--- config.mk ---
export PLATFORM = sky130hd
export DESIGN_NAME = switch_mcu_decoder_pipe
export DESIGN_NICKNAME = d
export VERILOG_FILES = /design/src/rtl/switch_mcu_decoder_pipe.sv
export SDC_FILE = /design/constraint.sdc
export NUM_CORES = 1
export LEC_CHECK = 0
export CORE_MARGIN = 3
export CORE_UTILIZATION = 68
export CTS_CLUSTER_DIAMETER = 30
export CTS_CLUSTER_SIZE = 20
export DETAILED_ROUTE_END_ITERATION = 16
export DONT_BUFFER_PORTS = 1
export MAX_ROUTING_LAYER = met4
export PLACE_DENSITY = 0.95
export SETUP_SLACK_MARGIN = 0.2
export SLEW_MARGIN = 25
export SYNTH_ARGS = -nofsm -noshare
export SYNTH_HDL_FRONTEND = slang
export SYNTH_SLANG_ARGS = --single-unit
--- constraint.sdc ---
create_clock -name in_clk -period 12.55 [get_ports in_clk]
set_input_delay 2.51 -clock in_clk [delete_from_list [all_inputs] [get_ports in_clk]]
set_output_delay 2.51 -clock in_clk [all_outputs]
set_load 0.05 [all_outputs]
--- src/rtl/switch_mcu_decoder_pipe.sv ---
// RV32I decoder: DEPTH-entry {pc,inst} FIFO feeding one registered decode stage, 2-edge latency.
// Backpressure: out_inst_ready depends only on FIFO occupancy; the output register holds while !in_dec_ready.
module switch_mcu_decoder_pipe #(
    parameter int DEPTH    = 2,
    parameter int PC_WIDTH = 32,
    parameter bit EN_CSR   = 1'b1,
    parameter bit EN_FENCE = 1'b1
) (
    input  logic                       in_clk,
    input  logic                       in_rst,
    input  logic                       in_inst_valid,
    input  logic [31:0]                in_inst,
    input  logic [PC_WIDTH-1:0]        in_pc,
    output logic                       out_inst_ready,
    input  logic                       in_flush,
    output logic                       out_dec_valid,
    input  logic                       in_dec_ready,
    output logic [5:0]                 out_op,
    output logic                       out_illegal,
    output logic [4:0]                 out_rs1,
    output logic [4:0]                 out_rs2,
    output logic [4:0]                 out_rd,
    output logic [31:0]                out_imm,
    output logic [PC_WIDTH-1:0]        out_pc,
    output logic [$clog2(DEPTH):0]     out_count
);
    localparam int PTR_W = $clog2(DEPTH);
    localparam int CNT_W = PTR_W + 1;

    typedef struct packed {
        logic [PC_WIDTH-1:0] pc;
        logic [31:0]         inst;
    } entry_t;

    entry_t             mem_q [DEPTH];
    logic [PTR_W-1:0]   wptr_q, rptr_q;
    logic [CNT_W-1:0]   count_q, count_d;
    logic               valid_q;
    logic [5:0]         op_q;
    logic               illegal_q;
    logic [4:0]         rs1_q, rs2_q, rd_q;
    logic [31:0]        imm_q;
    logic [PC_WIDTH-1:0] pc_q;

    logic push, pop;
    entry_t head;
    logic [31:0] inst;
    logic [6:0]  opc, f7;
    logic [2:0]  f3;
    logic [5:0]  dec_op;
    logic [31:0] dec_imm;
    logic [31:0] imm_i, imm_s, imm_b, imm_u, imm_j, imm_sh, imm_csr;

    assign out_inst_ready = (count_q != CNT_W'(DEPTH));
    // Flush wins over both handshakes, so neither side moves on a flush edge.
    assign push = in_inst_valid && out_inst_ready && !in_flush;
    assign pop  = (count_q != '0) && (!valid_q || in_dec_ready) && !in_flush;

    assign head = mem_q[rptr_q];
    assign inst = head.inst;
    assign opc  = inst[6:0];
    assign f3   = inst[14:12];
    assign f7   = inst[31:25];

    assign imm_i   = {{20{inst[31]}}, inst[31:20]};
    assign imm_s   = {{20{inst[31]}}, inst[31:25], inst[11:7]};
    assign imm_b   = {{19{inst[31]}}, inst[31], inst[7], inst[30:25], inst[11:8], 1'b0};
    assign imm_u   = {inst[31:12], 12'b0};
    assign imm_j   = {{11{inst[31]}}, inst[31], inst[19:12], inst[20], inst[30:21], 1'b0};
    assign imm_sh  = {27'b0, inst[24:20]};
    assign imm_csr = {20'b0, inst[31:20]};

    always_comb begin
        dec_op  = 6'd0;
        dec_imm = 32'd0;
        case (opc)
            7'b0110111: begin dec_op = 6'd1; dec_imm = imm_u; end
            7'b0010111: begin dec_op = 6'd2; dec_imm = imm_u; end
            7'b1101111: begin dec_op = 6'd3; dec_imm = imm_j; end
            7'b1100111: if (f3 == 3'b000) begin dec_op = 6'd4; dec_imm = imm_i; end
            7'b1100011: begin
                case (f3)
                    3'b000:  dec_op = 6'd5;
                    3'b001:  dec_op = 6'd6;
                    3'b100:  dec_op = 6'd7;
                    3'b101:  dec_op = 6'd8;
                    3'b110:  dec_op = 6'd9;
                    3'b111:  dec_op = 6'd10;
                    default: dec_op = 6'd0;
                endcase
                dec_imm = imm_b;
            end
            7'b0000011: begin
                case (f3)
                    3'b000:  dec_op = 6'd11;
                    3'b001:  dec_op = 6'd12;
                    3'b010:  dec_op = 6'd13;
                    3'b100:  dec_op = 6'd14;
                    3'b101:  dec_op = 6'd15;
                    default: dec_op = 6'd0;
                endcase
                dec_imm = imm_i;
            end
            7'b0100011: begin
                case (f3)
                    3'b000:  dec_op = 6'd16;
                    3'b001:  dec_op = 6'd17;
                    3'b010:  dec_op = 6'd18;
                    default: dec_op = 6'd0;
                endcase
                dec_imm = imm_s;
            end
            7'b0010011: begin
                dec_imm = imm_i;
                case (f3)
                    3'b000: dec_op = 6'd19;
                    3'b010: dec_op = 6'd20;
                    3'b011: dec_op = 6'd21;
                    3'b100: dec_op = 6'd22;
                    3'b110: dec_op = 6'd23;
                    3'b111: dec_op = 6'd24;
                    3'b001: begin
                        dec_imm = imm_sh;
                        if (f7 == 7'b0000000) dec_op = 6'd25;
                    end
                    default: begin
                        dec_imm = imm_sh;
                        if (f7 == 7'b0000000)      dec_op = 6'd26;
                        else if (f7 == 7'b0100000) dec_op = 6'd27;
                    end
                endcase
            end
            7'b0110011: begin
                if (f7 == 7'b0000000) begin
                    case (f3)
                        3'b000:  dec_op = 6'd28;
                        3'b001:  dec_op = 6'd30;
                        3'b010:  dec_op = 6'd31;
                        3'b011:  dec_op = 6'd32;
                        3'b100:  dec_op = 6'd33;
                        3'b101:  dec_op = 6'd34;
                        3'b110:  dec_op = 6'd36;
                        default: dec_op = 6'd37;
                    endcase
                end else if (f7 == 7'b0100000) begin
                    if (f3 == 3'b000)      dec_op = 6'd29;
                    else if (f3 == 3'b101) dec_op = 6'd35;
                end
            end
            7'b0001111: begin
                if (EN_FENCE) begin
                    if (inst == 32'h0000100F) begin
                        dec_op = 6'd39;
                    end else if (f3 == 3'b000) begin
                        dec_op  = 6'd38;
                        dec_imm = imm_i;
                    end
                end
            end
            7'b1110011: begin
                if (EN_CSR) begin
                    if (inst == 32'h00000073)      dec_op = 6'd40;
                    else if (inst == 32'h00100073) dec_op = 6'd41;
                    else begin
                        case (f3)
                            3'b001:  dec_op = 6'd42;
                            3'b010:  dec_op = 6'd43;
                            3'b011:  dec_op = 6'd44;
                            3'b101:  dec_op = 6'd45;
                            3'b110:  dec_op = 6'd46;
                            3'b111:  dec_op = 6'd47;
                            default: dec_op = 6'd0;
                        endcase
                        if (dec_op != 6'd0) dec_imm = imm_csr;
                    end
                end
            end
            default: dec_op = 6'd0;
        endcase
        if (dec_op == 6'd0) dec_imm = 32'd0;
    end

    always_comb begin
        count_d = count_q;
        if (push && !pop)      count_d = count_q + CNT_W'(1);
        else if (!push && pop) count_d = count_q - CNT_W'(1);
    end

    // Storage carries no reset; occupancy is tracked by the pointers and count alone.
    always_ff @(posedge in_clk) begin
        if (push) mem_q[wptr_q] <= '{pc: in_pc, inst: in_inst};
    end

    always_ff @(posedge in_clk or negedge in_rst) begin
        if (!in_rst) begin
            wptr_q    <= '0;
            rptr_q    <= '0;
            count_q   <= '0;
            valid_q   <= 1'b0;
            op_q      <= '0;
            illegal_q <= 1'b0;
            rs1_q     <= '0;
            rs2_q     <= '0;
            rd_q      <= '0;
            imm_q     <= '0;
            pc_q      <= '0;
        end else if (in_flush) begin
            wptr_q  <= '0;
            rptr_q  <= '0;
            count_q <= '0;
            valid_q <= 1'b0;
        end else begin
            count_q <= count_d;
            if (push) wptr_q <= wptr_q + PTR_W'(1);
            if (pop) begin
                rptr_q    <= rptr_q + PTR_W'(1);
                valid_q   <= 1'b1;
                op_q      <= dec_op;
                illegal_q <= (dec_op == 6'd0);
                rs1_q     <= inst[19:15];
                rs2_q     <= inst[24:20];
                rd_q      <= inst[11:7];
                imm_q     <= dec_imm;
                pc_q      <= head.pc;
            end else if (in_dec_ready) begin
                valid_q <= 1'b0;
            end
        end
    end

    assign out_dec_valid = valid_q;
    assign out_op        = op_q;
    assign out_illegal   = illegal_q;
    assign out_rs1       = rs1_q;
    assign out_rs2       = rs2_q;
    assign out_rd        = rd_q;
    assign out_imm       = imm_q;
    assign out_pc        = pc_q;
    assign out_count     = count_q;
endmodule

Yosys cells after proc, flatten, opt, wreduce, memory -nomap -nowiden
Memories as Yosys holds them, arrays and structs flattened.
Cells that the tools add are included.
{"block": "word_totals", "n_memories": 1, "rom_bits": 0, "regBits": 91, "mem_bits_rw": 128, "in_bits": 69, "elab_cells": 105, "latchBits": 0}
{"memory": "mem_q", "words": 2, "width": 64, "rd": 1, "rd_clocked_by_memory_dff": 0, "write_ports": 1, "line_no": "35", "rtl": "entry_t mem_q [DEPTH];"}
{"block": "op_classes", "n_eq_ne": 23, "n_addsub": 4, "bitwise_logic": 1, "n_reduce_logical": 23, "magnitude_cmp": 0, "div": 0, "n_shift": 0, "mux": 42, "mul": 0}
{"op": "32-bit one-hot mux with 9 select lines", "n": 1}
{"op": "32-bit two-way mux", "n": 4}
{"op": "6-bit two-way mux", "n": 11}
{"op": "6-bit one-hot mux with 11 select lines", "n": 1}
{"op": "6-bit one-hot mux with 7 select lines", "n": 1}
{"op": "12-bit two-way mux", "n": 3}
{"op": "6-bit one-hot mux with 6 select lines", "n": 1}
{"op": "5-bit one-hot mux with 7 select lines", "n": 1}
{"op": "32-bit by 13-bit equality test with 1-bit output (second input constant)", "n": 1}
{"op": "32-bit by 21-bit equality test with 1-bit output (second input constant)", "n": 1}
{"op": "32-bit by 7-bit equality test with 1-bit output (second input constant)", "n": 1}
{"op": "7-bit by 6-bit equality test with 1-bit output (second input constant)", "n": 4}
{"op": "7-bit equality test (second input constant)", "n": 4}
{"op": "4-bit one-hot mux with 6 select lines", "n": 1}
{"op": "4-bit one-hot mux with 5 select lines", "n": 1}
{"op": "5-bit two-way mux", "n": 3}
{"op": "5-bit one-hot mux with 3 select lines", "n": 1}
{"op": "7-bit by 5-bit equality test with 1-bit output (second input constant)", "n": 2}
{"op": "3-bit equality test (second input constant)", "n": 4}
{"op": "1-bit two-way mux", "n": 9}
{"op": "7-bit by 2-bit equality test with 1-bit output (second input constant)", "n": 1}
{"op": "7-bit by 4-bit equality test with 1-bit output (second input constant)", "n": 1}
{"op": "7-bit logical NOT", "n": 1}
{"op": "3-bit by 2-bit equality test with 1-bit output (second input constant)", "n": 2}
{"op": "other kinds (19)", "n": 33}

Longest topological paths before layout
Gate-level depths: netlist of the first run.
An unclocked memory read counts as a cell.
{"block": "logic_depth", "ltp_word": 12, "depth_mapped": 14, "ltp_nobuf": 8}

Worst setup path before layout of the first run
No wires, ideal clock.
{"block": "synth_timing", "kind": "in2reg", "from": "input in_flush", "to": "memory mem_q[1][0] in the netlist's numbering, enable pin", "slack_ns": 4.575, "stages": 2, "t_required_ns": 11.972, "setup_time_ns": 0.578, "arrival_ns": 7.397, "n_path_buf": 1, "cell_sequence": "clkbuf_1 -> nor3b_1"}
{"block": "synth_via", "elab_chain_cells": 4}
{"element": "start, declared", "line_no": "15", "rtl": "input logic in_flush,"}
{"element": "1-bit logical NOT", "line_no": "56", "rtl": "assign push = in_inst_valid && out_inst_ready && !in_flush;"}
{"element": "1-bit logical AND", "line_no": "56"}
{"element": "1-bit two-way mux", "line_no": "191", "rtl": "if (push) mem_q[wptr_q] <= '{pc: in_pc, inst: in_inst};"}
{"element": "1-bit two-way mux (not written as such)", "line_no": "191"}
{"element": "end, declared", "line_no": "35"}
No other way between the ends.

Worst setup path in the final report of the first run
{"block": "layout_timing", "from": "register rptr_q", "to": "register imm_q[0] (netlist: out_imm[0])"}
{"block": "layout_via", "elab_chain_cells": 12}
{"element": "start, declared", "line_no": "36", "rtl": "logic [PTR_W-1:0] wptr_q, rptr_q;"}
{"element": "start signal, assigned", "line_no": "216", "rtl": "rptr_q <= rptr_q + PTR_W'(1);"}
{"element": "memory read 2 x 64 bit *"}
{"element": "3-bit equality test, or another cell as far along", "line_no": "82, 115, 165"}
{"element": "6-bit one-hot mux with 6 select lines", "line_no": "165", "rtl": "case (f3)"}
{"element": "6-bit two-way mux", "line_no": "163", "rtl": "else if (inst == 32'h00100073) dec_op = 6'd41;"}
{"element": "6-bit two-way mux", "line_no": "162", "rtl": "if (inst == 32'h00000073) dec_op = 6'd40;"}
{"element": "6-bit two-way mux", "line_no": "76", "rtl": "case (opc)"}
{"element": "6-bit nonzero test", "line_no": "174", "rtl": "if (dec_op != 6'd0) dec_imm = imm_csr;"}
{"element": "12-bit two-way mux", "line_no": "174"}
{"element": "12-bit two-way mux", "line_no": "163"}
{"element": "12-bit two-way mux", "line_no": "162"}
{"element": "32-bit one-hot mux with 9 select lines", "line_no": "76"}
{"element": "32-bit two-way mux *", "line_no": "180", "rtl": "if (dec_op == 6'd0) dec_imm = 32'd0;"}
{"element": "end signal, assigned", "line_no": "223", "rtl": "imm_q <= dec_imm;"}
{"element": "end, declared", "line_no": "42", "rtl": "logic [31:0] imm_q;"}
Every way passes the cells marked *; elsewhere a longest branch is shown, timed or not. The select of a mux whose other input is x is not followed.
A chain may end at the register's enable or synchronous reset.

==> metrics.yaml, run 1 <==
run_status:
  status: "completed"
floorplanning:
  die-area_um2: 15540
  start_util_pct: 70.87
  fp.dieH_um: 124.6
  row_count: 42
  die_w_um: 124.6
  ios: 159
  core_um2: 13510
clocking:
  clk_pin_slew_ns: 0.05
  cts_setup_buffers: 0
  cts_buffers: 36
  root_buffer: "clkbuf_16"
  hold_buffers: 0
  clk_path_buf_depth: 3
  post_cts_resized: 0
  htreeDepth: 2
  clock_latency_ns: 0.51
  cts_sinks: 219
  cts_tree: "built"
timing:
  rsz0062_at_grt: "no"
  setup-tns-final_ns: 0
  hold_slack_ns: 0.5345
  slew_headroom_pct: 29.41
  tightestPinTransition_ns: 1.029
  final_min_period_over_clock_period_pct: 39.48
  finalMaxSlewViolations: 0
  clock_skew_ns: 0.02783
  finalHoldViolCount: 0
  fmax_mhz: 201.8
  finalCriticalPeriod_ns: 4.955
  setup_viol: 0
detailed_routing:
  viasPerCell: 6.969
  ant_nets: 0
  drc: 0
  vias: 6899
  avgRoutedWirePerCell_um: 26.85
  drt_first_pass_iters: 6
  routed_wl_um: 26580
  drtIter0Drc: 787
worst_setup_path:
  endpoint_kind: "flip-flop"
  crit_chain: "buf_4 -> mux2i_2 -> nor3_2 -> a32oi_1 -> o211ai_1 -> or4_1 -> or4_4 -> nor4_4 -> buf_4 -> o21ai_0"
  slowest_delay_ns: 1.06
  crit_top_cell: "buf_4"
  crit-reg2reg-launch: "rptr_q"
  critPathSlowestCell: "dfrtp_4"
  critPathMaxFanout: 73
  r2r_cells: 10
  r2r_slack_ns: 7.60
  cp.arrival_ns: 5.30
  r2r_end: "out_imm[0]"
  path_class: "flip-flop to flip-flop"
  startpoint_type: "flip-flop"
  crit_required_ns: 12.90
synth:
  synth_top_area_share_pct: 40.16
  syn_nets: 854
  ys_ff_latch: 219
  synth_top_area_cell: "edfxtp_1"
  syn_area_um2: 9572
  synthCells: 785
  ys_async_sr_fraction_pct: 41.55
  synth_cell_types: 62
  ys.flop_type: "edfxtp_1"
  synth_edf_count: 128
  yosys_warnings: 0
  avgSynthCellArea_um2: 12.19
  synth_area_leaders: "edfxtp_1 40%, dfrtp_1 24%, mux2i_1 5.1%"
  synth_seq_area_share_pct: 63.95
place:
  port_buffers: 0
  dpl.hpwl_um: 16350
  gp_congestion: 0.9137
  dp_cells: 923
global_route:
  grt_max_degree: 124
  overflow: 0
  grt_pass1_vias: 7080
  grt_pass1_wl_um: 40990
  grt_usage_pct: 35.08
  antenna_found_initial: 1
final_layout:
  fin_cells: 990
  area_growth_pct: 14.26
  fillers: 691
  final_nets: 854
  drive_gt1_share_pct: 14.90
worst_hold_path:
  hp-start: "mem_q[0][63]"
  hold_depth: 2
  worstHoldPathType: "flip-flop to flip-flop"
  min_to: "out_pc[31]"
pwr:
  p_per_area_nw_per_um2: 202.6
  peakVddDrop_mv: 0.2013
  power.leakage_uw: 0.004126
flow_run:
  drv_cap: 0
critical path, delay by kind of cell (launching register included):
family,cells,cell delay (ns)
DFF,1,1.06
and+or+nand+nor,4,1.50
AOI/OAI and AO/OA,3,0.54
buffers and inverters,2,1.14
muxes,1,0.52
Yosys cell counts, types with 7 or more instances:
master    count
nor4_1       10
nand3_1       8
mux2_2       15
edfxtp_1    128
nand3b_1      7
clkbuf_1     28
mux2i_1      49
o21ai_0      73
o21ai_1      12
dfrtp_1      91
buf_2        10
a21oi_1      13
nand2b_1      8
o211ai_1      7
and3_1       16
a211oi_1      8
nand4_1      10
nor3_1       15
o21ai_2      20
nor2_1       27
nand2_1     130
a31oi_1       7
placed cells by master, fill, tap and decap left out, types with 7 or more instances in the layout:
cell,n
a21oi_1,13
a211oi_1,8
and3_1,16
dfrtp_1,90
clkbuf_16,37
mux2i_1,49
o21ai_2,20
nand4_1,10
nand2_1,130
nand3_1,8
o21ai_1,12
nor4_1,10
o21ai_0,73
nor2_1,26
nand2b_1,8
edfxtp_1,128
a31oi_1,7
o211ai_1,7
nor3_1,13
mux2_2,15
nand3b_1,7
area by class of cell:
cell class              count  area [µm²]  area share [%]
clock inverters            24       315.3           2.883
clock buffers              41       960.9           8.786
well taps                 176       220.2           2.014
diodes                      2       5.005         0.04576
inverters                   6       22.52          0.2059
multi-input cells         515        3232           29.55
flip-flops and latches    219        6125           56.00
repair buffers              7       56.30          0.5148
registers in the layout (all words and copies together) (netlist names):
signal	cells
mem_q	128
out_count	2
out_dec_valid	1
out_illegal	1
out_imm	32
out_op	6
out_pc	32
out_rd	5
out_rs1	5
out_rs2	5
rptr_q	1
wptr_q	1
metrics by stage:
step,instance area (µm²),utilization [%],total power [µW],worst slack (ns)
2_1_floorplan,9572,-,1130,4.575
3_3_place_gp,9635,71.35,1163,7.443
3_5_place_dp,9635,71.35,1176,7.220
4_1_cts,10910,80.79,2212,7.596
5_1_grt,10930,80.96,2273,7.393
6_report,10940,80.98,2215,7.595
worst max-delay path by stage:
stage                            start     endpoint  slack (ns)  depth (start not counted)
after floorplan               in_flush  mem_q[1][0]        4.58                          2
after global placement    in_dec_ready  out_imm[10]        7.44                          7
after detailed placement  in_dec_ready   out_imm[9]        7.22                          7
after CTS                       rptr_q   out_imm[0]        7.60                         10
after global routing            rptr_q   out_imm[1]        7.39                         10
final                           rptr_q   out_imm[0]        7.60                         10
routing by layer:
metal / wire length [µm] / vias to the layer above / GRT usage (%) / share of wire (%)
met2: 12890 / 462 / 54.80 / 48
met1: 9399 / 3398 / 41.17 / 35
met5: 0 / - / - / 0
met3: 3124 / 98 / 13.38 / 12
met4: 1166 / 0 / 14.64 / 4.4
li1: - / 2941 / - / -
report_power, final:
| group | internal [µW] | switching (µW) |
|---|---|---|
| Clock | 679 | 356 |
| Sequential | 822 | 201 |
| Combinational | 54.0 | 104 |
| Total | 1550 | 661 |
logic make-up (layout without fill, tap and decap cells):
| group | after synthesis | after routing | synth area share (%) |
|---|---|---|---|
| AND/OR/NAND/NOR | 259 | 259 | 13.09 |
| multiplexers | 66 | 66 | 7.176 |
| other | 0 | 2 | 0 |
| flip-flops | 219 | 219 | 63.95 |
| buffers and inverters | 51 | 78 | 2.640 |
| AO/OA/AOI/OAI | 187 | 187 | 12.88 |
| XOR/XNOR | 3 | 3 | 0.2746 |
Note: power is estimated with default switching activity, not from simulation.
==> inputs of run 2 (changes only) <==
--- a/config.mk
+++ b/config.mk
@@ -6,13 +6,13 @@
 export NUM_CORES = 1
 export LEC_CHECK = 0
 export CORE_MARGIN = 3
-export CORE_UTILIZATION = 68
+export CORE_UTILIZATION = 57
 export CTS_CLUSTER_DIAMETER = 30
 export CTS_CLUSTER_SIZE = 20
 export DETAILED_ROUTE_END_ITERATION = 16
 export DONT_BUFFER_PORTS = 1
 export MAX_ROUTING_LAYER = met4
-export PLACE_DENSITY = 0.95
+export PLACE_DENSITY = 0.87
 export SETUP_SLACK_MARGIN = 0.2
 export SLEW_MARGIN = 25
 export SYNTH_ARGS = -nofsm -noshare
==> constraint.sdc (replaced) <==
create_clock -name in_clk -period 4.2 [get_ports in_clk]
set_input_delay 0.84 -clock in_clk [delete_from_list [all_inputs] [get_ports in_clk]]
set_output_delay 0.84 -clock in_clk [all_outputs]
set_load 0.05 [all_outputs]
==> run 2 against run 1 <==
  * Critical path depth shrank 1
  * Wire length shrank 15%
  * Sequential power grew to 3.0 times the previous value
  * Highest routed layer unchanged
==> metrics.yaml, run 2 (synthesis results as in run 1) <==
run_status:
  status: "completed"
detailed_routing:
  drc: 0
  avgRoutedWirePerCell_um: 21.80
  ant_nets: 0
  drtIter0Drc: 748
  vias: 6547
  routed_wl_um: 22700
  drt_first_pass_iters: 5
  viasPerCell: 6.289
clocking:
  cts_setup_buffers: 0
  hold_buffers: 0
  root_buffer: "clkbuf_16"
  clock_latency_ns: 0.51
  cts_tree: "built"
  cts_sinks: 219
  htreeDepth: 2
  clk_pin_slew_ns: 0.05
  post_cts_resized: 0
  cts_buffers: 38
  clk_path_buf_depth: 3
floorplanning:
  die_w_um: 135.6
  row_count: 46
  core_um2: 16170
  ios: 159
  start_util_pct: 59.18
  fp.dieH_um: 135.6
  die-area_um2: 18380
timing:
  clock_skew_ns: 0.02035
  slew_headroom_pct: 45.58
  finalCriticalPeriod_ns: 3.625
  setup_viol: 0
  setup-tns-final_ns: 0
  finalHoldViolCount: 0
  fmax_mhz: 275.8
  rsz0062_at_grt: "no"
  fin_ws_ns: 0.5747
  tightestPinTransition_ns: 0.8089
  finalMaxSlewViolations: 0
  final_min_period_over_clock_period_pct: 86.32
worst_setup_path:
  path_class: "flip-flop to flip-flop"
  startpoint_type: "flip-flop"
  cp.arrival_ns: 4.01
  r2r_slack_ns: 0.57
  r2r_cells: 9
  endpoint_kind: "flip-flop"
  critical_path_buf_inv_count: 2
  slowest_delay_ns: 0.73
  path_depth: 9
  crit_chain: "buf_4 -> nor4_1 -> or2_2 -> o221ai_1 -> a21oi_1 -> or4_1 -> nor4_4 -> buf_12 -> o21ai_0"
  critPathMaxFanout: 45
  crit_required_ns: 4.58
  critPathSlowestCell: "dfrtp_4"
  cp_top_family: "simple AND/OR/NAND/NOR gates"
final_layout:
  final_common_cell: "nand2_1"
  regMostFlops: "mem_q"
  fin_cells: 1041
  final_nets: 863
  layout_common_cells: "130 x nand2_1, 128 x edfxtp_1, 90 x dfrtp_1"
  fin_util_pct: 68.84
  drive_gt1_share_pct: 15.80
  largest_reg_flops: 128
  area_growth_pct: 16.31
pwr:
  switchingPower_uw: 1932
  p_seq_share_pct: 45.5
  peakVddDrop_mv: 0.4849
  p_per_area_nw_per_um2: 597.4
  internal-power_uw: 4719
  swShare_pct: 29.05
  combPwrFrac_pct: 7.0
  power.leakage_uw: 0.004210
  p_clk_share_pct: 47.6
flow_run:
  drv_cap: 0
global_route:
  grt_max_degree: 92
  overflow: 0
  grt_usage_pct: 25.29
  antenna_found_initial: 1
  grt_pass1_wl_um: 34940
  grt_pass1_vias: 6531
place:
  gp_congestion: 1.028
  dp_cells: 970
  port_buffers: 0
  dpl.hpwl_um: 15370
  place_ws_ns: 0.6070
worst_hold_path:
  worstHoldPathType: "input port to async pin"
-- run 2: cell count changes in the layout (fill, tap and decap cells not counted), moves of 2 or more --
cell,before,now
buf_4,6,11
buf_12,0,3
clkbuf_16,37,39
clkinv_1,3,1
clkinv_4,5,7
inv_8,0,2
nor3_2,2,0
-- run 2: final cells by class --
cell class                 instances  area (µm²)
sequential                       219        6125
antenna                            2       5.005
tap                              216       270.3
fill                            1096        5040
clock buffer                      45        1028
clock inverter                    24       316.6
inverter                           6       22.52
timing repair buffer              14       142.6
multi-input combinational        515        3223
-- run 2: power groups by stage --
stage	Sequential [µW]	Combinational [µW]	Clock (µW)
after floorplan	2990	380	0
after global placement	3050	440	0
after detailed placement	3060	455	0
after CTS	3020	460	3200
after global routing	3040	510	3290
final	3020	464	3160
-- run 2: path summary, 6_finish.rpt --
path	start	to
worst min register to register	mem_q[0][52]	out_pc[20]
worst max-delay path	rptr_q	out_imm[1]
worst max register to register	rptr_q	out_imm[1]
min in group in_clk	in_flush	out_dec_valid
worst min-delay path	in_rst	out_imm[7]
max in group asynchronous	in_rst	rptr_q
-- run 2: per-layer routing --
layer / global-route usage, % / wire length [µm] / vias to the layer above
li1: - / - / 2950
met1: 30.64 / 8655 / 3135
met2: 38.61 / 10460 / 383
met3: 10.36 / 2866 / 79
met4: 8.959 / 715 / 0
met5: - / 0 / -
-- run 2: through the flow --
step	power [µW]	instance area, µm²	hold slack [ns]
after detailed placement	3514	9783	0.5242
final	6651	11130	0.02548
after CTS	6681	11130	0.009396
after floorplan	3374	9594	0.5050
after global placement	3495	9783	0.5095
after global routing	6842	11130	0.01621
